[config.mk]
export PLATFORM = sky130hd
export DESIGN_NAME = load_unit
export DESIGN_NICKNAME = d
export VERILOG_FILES = /design/src/rtl/load_unit.sv
export SDC_FILE = /design/constraint.sdc
export NUM_CORES = 1
export LEC_CHECK = 0
export ABC_AREA = 1
export BUFFER_PORTS_ARGS = -buffer_cell sky130_fd_sc_hd__buf_4
export CELL_PAD_IN_SITES_DETAIL_PLACEMENT = 1
export CELL_PAD_IN_SITES_GLOBAL_PLACEMENT = 1
export CORE_MARGIN = 4
export CORE_UTILIZATION = 35
export CTS_BUF_LIST = sky130_fd_sc_hd__clkbuf_4
export CTS_CLUSTER_DIAMETER = 150
export DETAILED_ROUTE_END_ITERATION = 10
export PLACE_DENSITY = 0.77
export SLEW_MARGIN = 20
export SYNTH_ARGS = -nofsm -noshare
export SYNTH_HDL_FRONTEND = slang
export SYNTH_SLANG_ARGS = --single-unit
export TNS_END_PERCENT = 5
[constraint.sdc]
create_clock -name clk -period 3.3 [get_ports clk]
set_input_delay 0.495 -clock clk [delete_from_list [all_inputs] [get_ports clk]]
set_output_delay 0.495 -clock clk [all_outputs]
set_load 0.05 [all_outputs]
[src/rtl/load_unit.sv]
// Load unit: takes one load from execute, reads the aligned word from data memory,
// and returns the extended byte/halfword/word to writeback. Rejects bad loads and aborts on a memory timeout.
module load_unit #(
  parameter int TIMEOUT = 16
) (
  input  logic        clk,
  input  logic        rst,
  input  logic        req_valid,
  output logic        req_ready,
  input  logic [2:0]  req_type,
  input  logic [31:0] req_addr,
  input  logic [4:0]  req_rd,
  output logic        mem_req,
  output logic [31:0] mem_addr,
  input  logic        mem_gnt,
  input  logic        mem_rvalid,
  input  logic [31:0] mem_rdata,
  output logic        wb_valid,
  output logic [31:0] wb_data,
  output logic [4:0]  wb_rd,
  input  logic        wb_ready,
  output logic        misaligned,
  output logic        timeout
);
  localparam int CW = (TIMEOUT > 2) ? $clog2(TIMEOUT) : 1;
  localparam logic [CW-1:0] TMAX = CW'(TIMEOUT - 1);

  localparam logic [2:0] S_IDLE = 3'd0;
  localparam logic [2:0] S_ERR  = 3'd1;
  localparam logic [2:0] S_REQ  = 3'd2;
  localparam logic [2:0] S_WAIT = 3'd3;
  localparam logic [2:0] S_RESP = 3'd4;

  logic [2:0]    state_q, state_d;
  logic [2:0]    type_q, type_d;
  logic [1:0]    off_q, off_d;
  logic [4:0]    rd_q, rd_d;
  logic [31:0]   addr_q, addr_d;
  logic [31:0]   data_q, data_d;
  logic [CW-1:0] cnt_q, cnt_d;
  logic          to_q, to_d;

  logic        legal, reject;
  logic [7:0]  sel_b;
  logic [15:0] sel_h;
  logic [31:0] ext;

  always_comb begin
    legal = (req_type == 3'b000) || (req_type == 3'b001) || (req_type == 3'b010) ||
            (req_type == 3'b100) || (req_type == 3'b101);
    reject = !legal ||
             ((req_type[1:0] == 2'b01) && req_addr[0]) ||
             ((req_type == 3'b010) && (req_addr[1:0] != 2'b00));
  end

  // Extraction uses the captured type/offset so the request bus may change while waiting.
  always_comb begin
    sel_b = mem_rdata[{off_q, 3'b000} +: 8];
    sel_h = off_q[1] ? mem_rdata[31:16] : mem_rdata[15:0];
    case (type_q[1:0])
      2'b00:   ext = {{24{sel_b[7] & ~type_q[2]}}, sel_b};
      2'b01:   ext = {{16{sel_h[15] & ~type_q[2]}}, sel_h};
      default: ext = mem_rdata;
    endcase
  end

  always_comb begin
    state_d = state_q;
    type_d  = type_q;
    off_d   = off_q;
    rd_d    = rd_q;
    addr_d  = addr_q;
    data_d  = data_q;
    cnt_d   = cnt_q;
    to_d    = 1'b0;
    case (state_q)
      S_IDLE: if (req_valid) begin
        type_d  = req_type;
        off_d   = req_addr[1:0];
        rd_d    = req_rd;
        addr_d  = {req_addr[31:2], 2'b00};
        cnt_d   = '0;
        state_d = reject ? S_ERR : S_REQ;
      end
      S_ERR: state_d = S_IDLE;
      S_REQ: begin
        if (mem_gnt) begin
          state_d = S_WAIT;
          cnt_d   = cnt_q + 1'b1;
        end else if (cnt_q == TMAX) begin
          state_d = S_IDLE;
          to_d    = 1'b1;
        end else begin
          cnt_d   = cnt_q + 1'b1;
        end
      end
      S_WAIT: begin
        if (mem_rvalid) begin
          state_d = S_RESP;
          data_d  = ext;
        end else if (cnt_q == TMAX) begin
          state_d = S_IDLE;
          to_d    = 1'b1;
        end else begin
          cnt_d   = cnt_q + 1'b1;
        end
      end
      S_RESP: if (wb_ready) state_d = S_IDLE;
      default: state_d = S_IDLE;
    endcase
  end

  always_ff @(posedge clk or posedge rst) begin
    if (rst) begin
      state_q <= S_IDLE;
      type_q  <= '0;
      off_q   <= '0;
      rd_q    <= '0;
      addr_q  <= '0;
      data_q  <= '0;
      cnt_q   <= '0;
      to_q    <= 1'b0;
    end else begin
      state_q <= state_d;
      type_q  <= type_d;
      off_q   <= off_d;
      rd_q    <= rd_d;
      addr_q  <= addr_d;
      data_q  <= data_d;
      cnt_q   <= cnt_d;
      to_q    <= to_d;
    end
  end

  assign req_ready  = (state_q == S_IDLE);
  assign mem_req    = (state_q == S_REQ);
  assign mem_addr   = addr_q;
  assign wb_valid   = (state_q == S_RESP);
  assign wb_data    = data_q;
  assign wb_rd      = rd_q;
  assign misaligned = (state_q == S_ERR);
  assign timeout    = to_q;
endmodule

# --- Word level (Yosys, flattened, before mapping) ---
# Cells that the tools add are included.
totals:
  regBits: 80
  latchBits: 0
  ramBits: 0
  romBits: 0
  inputBits: 78
  word_cells: 63
  memories: 0
classes:
  add_sub_neg: 1
  multipliers: 0
  div_mod_pow: 0
  order_cmp: 0
  eq_ne: 14
  shifts: 1
  n_mux: 18
  bitwise_logic: 3
  n_reduce_logical: 18
ops:
  columns: ["operator", "n"]
  rows:
  - ["$pmux W32 S2", 1]
  - ["$shiftx A32 B6 Y8", 1]
  - ["$mux W16", 1]
  - ["$mux W4", 4]
  - ["$mux W3", 5]
  - ["$pmux W3 S4", 1]
  - ["$pmux W4 S3", 1]
  - ["$eq A3 B2 Y1 const B", 3]
  - ["$eq A3 B3 Y1 const B", 3]
  - ["$eq A3 B1 Y1 const B", 2]
  - ["$logic_not A3 Y1", 2]
  - ["$logic_or A1 B1 Y1", 6]
  - ["$reduce_and A2 Y1", 3]
  - ["$add A4 B1 Y4 const B", 1]
  - ["$eq A2 B1 Y1 const B", 2]
  - ["$eq A4 B4 Y1 const B", 1]
  - ["$ne A2 B2 Y1 const B", 2]
  - ["$mux W1", 3]
  - ["$reduce_and A3 Y1", 1]
  - ["$reduce_bool A3 Y1", 1]
  - ["$and A1 B1 Y1", 2]
  - ["$logic_and A1 B1 Y1", 2]
  - ["$logic_not A2 Y1", 1]
  - ["$mux W2", 1]
  - ["5 further kinds", 5]

# --- Logic depth before layout (Yosys ltp) ---
logic_depth:
  ltp_word: 11
  mapped_depth: 10

# --- Worst setup path after synthesis ---
# Ideal clock, no wire load.
synth_path:
  kind: "register to output"
  from: "register state_q[2]"
  to: "output wb_valid"
  arrival_ns: 1.625
  t_required_ns: 2.805
  slack_ns: 1.180
  path_stages_with_launch: 3
  n_path_buf: 0
  path_cell_list: "dfrtp_1 -> inv_1 -> nor3_1"
synth_via:
  elab_chain_cells: 1
synth_lines:
  columns: ["item", "line", "rtl"]
  rows:
  - ["start, declared", "34", "logic [2:0] state_q, state_d;"]
  - ["start signal, assigned", "124", "state_q <= state_d;"]
  - ["$eq A3 B3 Y1", "138", "assign wb_valid = (state_q == S_RESP);"]
  - ["end, declared", "18", "output logic wb_valid,"]
# No other way between the ends.

# --- Worst setup path in the final report ---
layout_path:
  from: "register state_q[0]"
  to: "output mem_req"
layout_via:
  elab_chain_cells: 1
layout_lines:
  columns: ["item", "line", "rtl"]
  rows:
  - ["$eq A3 B2 Y1", "136", "assign mem_req = (state_q == S_REQ);"]
  - ["end, declared", "13", "output logic mem_req,"]
# No other way between the ends.

==> flow_metrics.env <==
export IMPL_cts_num_sinks=80
export IMPL_num_fill_cells=1349
export IMPL_worstSkewPairLatency_ns=0.43
export IMPL_drtIter0Drc=115
export IMPL_vias=3585
export IMPL_rrSetupSlack_ns=1.27
export IMPL_globalplace_congestion=0.836
export IMPL_synth_top_cell_area_share_pct=49.3
export IMPL_cts_tree="built"
export IMPL_hold_path_class="primary input to register"
export IMPL_whs_ns=0.278
export IMPL_required_ns=2.80
export IMPL_synth_cells=447
export IMPL_ios=152
export IMPL_grtUsageMet3_pct=4.02
export IMPL_multi_input_area_um2=1780
export IMPL_grt_pass1_wl_um=19700
export IMPL_clock_path_buffers=2
export IMPL_drc_errors=0
export IMPL_htree_num_levels=3
export IMPL_period_needed_ns=2.05
export IMPL_routed_wl_um=12200
export IMPL_slowest_stage="dfrtp_1"
export IMPL_synth_simple_gate_area_share_pct=20.9
export IMPL_synth_cell_types=36
export IMPL_synth_mux_area_share_pct=9.99
export IMPL_grt_overflow_total=0
export IMPL_rsz0062_at_grt="false"
export IMPL_yosys_area_share_adder_pct=0.308
export IMPL_fmax_ghz=0.487
export IMPL_nets=671
export IMPL_drt_pass1_iterations=4
export IMPL_grt_max_degree=46
export IMPL_portBuffers=149
export IMPL_grt_busiest_layer="met2"
export IMPL_yosys_area_top_type="dfrtp_1"
export IMPL_viasPerCell=4.84
export IMPL_yosysWarnings=0
export IMPL_tightest_slew_ns=0.799
export IMPL_critical_path_class="register to primary output"
export IMPL_grt_pass1_vias=3887
export IMPL_drv_cap=0
export IMPL_synth_compound_area_share_pct=12.4
export IMPL_startpoint_type="register"
export IMPL_wl_per_cell_um=16.5
export IMPL_pwr_density_cell_nw_per_um2=1160
export IMPL_grt_met2_usage_pct=31.6
export IMPL_root_buffer="clkbuf_4"
export IMPL_end_kind="primary output"
export IMPL_synth_xor_xnor_area_share_pct=0
export IMPL_slew_violations=0
export IMPL_grt_usage_pct=18.6
export IMPL_drive_gt1_share_pct=38.5
export IMPL_synth_top_cells_by_area="dfrtp_1 49%, nand2_1 11%, mux2_2 8.9%"
export IMPL_core_area_um2=11400
export IMPL_ys_seq_elements=80
export IMPL_critical_path_max_stage_delay_ns=0.49
export IMPL_status="finished clean"
export IMPL_numCtsBuffers=9
export IMPL_yosysSeqAreaShare_pct=49.3
export IMPL_row_count=39
export IMPL_die_height_um=116
export IMPL_hold_viol=0
export IMPL_seq_area_um2=2000
export IMPL_critPathMaxFanout=5
export IMPL_antenna_left=0
export IMPL_avgSynthCellArea_um2=9.08
export IMPL_peakVddDrop_mv=0.673
export IMPL_finClkSkew_ns=0.0169
export IMPL_dpl_worst_slack_ns=1.31
export IMPL_fin_ws_ns=1.25
export IMPL_clk_pin_slew_ns=0.14
export IMPL_hpwl_um=9560
export IMPL_post_cts_buffers=0
export IMPL_path_cells="nor2_4, nand2_1, inv_1, buf_4"
export IMPL_use_met1_pct=23.8
export IMPL_die_w_um=116
export IMPL_start_util_pct=35.7
export IMPL_finalSetupTns_ns=0
export IMPL_synthesis_area_um2=4060
export IMPL_grt_antenna_before_repair=0
export IMPL_p_leak_nw=2.78
export IMPL_area_growth_pct=33.2
export IMPL_fin_crit_sh_pct=62.3
export IMPL_maxSlewHeadroom_pct=46.5
export IMPL_synth_top_family_by_area="simple AND/OR/NAND/NOR gates"
export IMPL_setup_violations=0
export IMPL_cp_arrival_ns=1.56
export IMPL_dieArea_um2=13400
## per-stage QoR
step | cell area, µm² | total power [mW] | utilization [%] | instances
after detailed placement | 5250 | 5.73 | 46.2 | 723
after CTS | 5400 | 6.34 | 47.5 | 740
after global routing | 5400 | 6.67 | 47.5 | 740
after global placement | 5250 | 5.62 | 46.2 | 723
after floorplan | 4060 | 4.57 | - | 448
final | 5410 | 6.27 | 47.5 | 741
## synth_stat cells, drive strengths merged
cell	instances
a21oi	35
buf	15
nor2	17
o21ai	29
or2	16
a31oi	1
clkbuf	5
mux2	35
o22ai	1
nand4	2
conb	1
clkinv	1
dfrtp	80
ha	1
inv	39
nand2	130
nand3	19
o22a	1
nor3	1
a21boi	16
o21bai	2
## per-layer routing
layer  wire (µm)  share of wire [%]  vias to the layer above
met5           0                  0                        -
met4         247                2.0                        0
met3         645                5.3                       18
met2        6280                 51                       88
met1        5060                 41                     1746
li1            -                  -                     1733
## sequential cells by signal, summed over array words and instances (netlist names)
name,count
state_q,3
cnt_q,4
off_q,2
timeout,1
mem_addr,30
type_q,3
wb_rd,5
wb_data,32
## cell usage in the layout, fill, tap and decap left out, types with 3 or more instances in the layout
master and instances:
a21boi_0 6, a21boi_1 10, a21oi_1 28, a21oi_2 7, buf_4 152, clkbuf_4 9
clkinv_2 3, clkinv_4 3, dfrtp_1 80, inv_1 37, mux2_2 32, mux2_4 3
nand2_1 124, nand2_2 5, nand3_1 17, nor2_1 12, nor2_4 3, o21ai_0 23
o21ai_1 6, or2_1 11, or2_2 5
## worst paths after layout
check	cells past startpoint	start	endpoint
setup / recovery	4	state_q[0]	mem_req
min in group asynchronous	3	rst	mem_addr[27]
hold reg to reg	2	wb_data[13]	wb_data[13]
max in group asynchronous	4	rst	wb_data[2]
setup reg to reg	6	type_q[1]	wb_data[30]
hold / removal	3	req_type[0]	type_q[0]
## power breakdown
part / leakage [nW] / total (mW) / internal [mW] / switching, mW
combinational: 1.76 / 3.86 / 1.25 / 2.61
sequential: 0.954 / 1.82 / 1.45 / 0.368
clock: 0.0735 / 0.584 / 0.231 / 0.353
## critical path, delay by kind of cell, from the launching register on
kind	cells	cell delay [ns]
buffers and inverters	2	0.33
flip-flops	1	0.49
AND/OR/NAND/NOR	2	0.31
## area by class of cell
type                    instances  share of cell area [%]
inverters                      40                    2.82
repair buffers                153                    21.3
multi-input cells             308                    32.9
well taps                     143                    3.31
flip-flops and latches         80                    37.0
clock inverters                 7                    1.34
clock buffers                   9                    1.25
diodes                          1                  0.0463
## cells by family after synthesis
kind of cell	count (synthesis)
AO/OA/AOI/OAI	85
adder cells (fa/ha/maj)	1
buffers and inverters	60
flip-flops	80
multiplexers	35
other	1
AND/OR/NAND/NOR	185
## what timing repair did
item | 4_1_cts | 5_1_grt
hold endpoints to repair | 1 | 0
gates resized for setup | 0 | 0
hold buffers | 1 | 0
No activity file was read; power rests on OpenSTA's default activity.
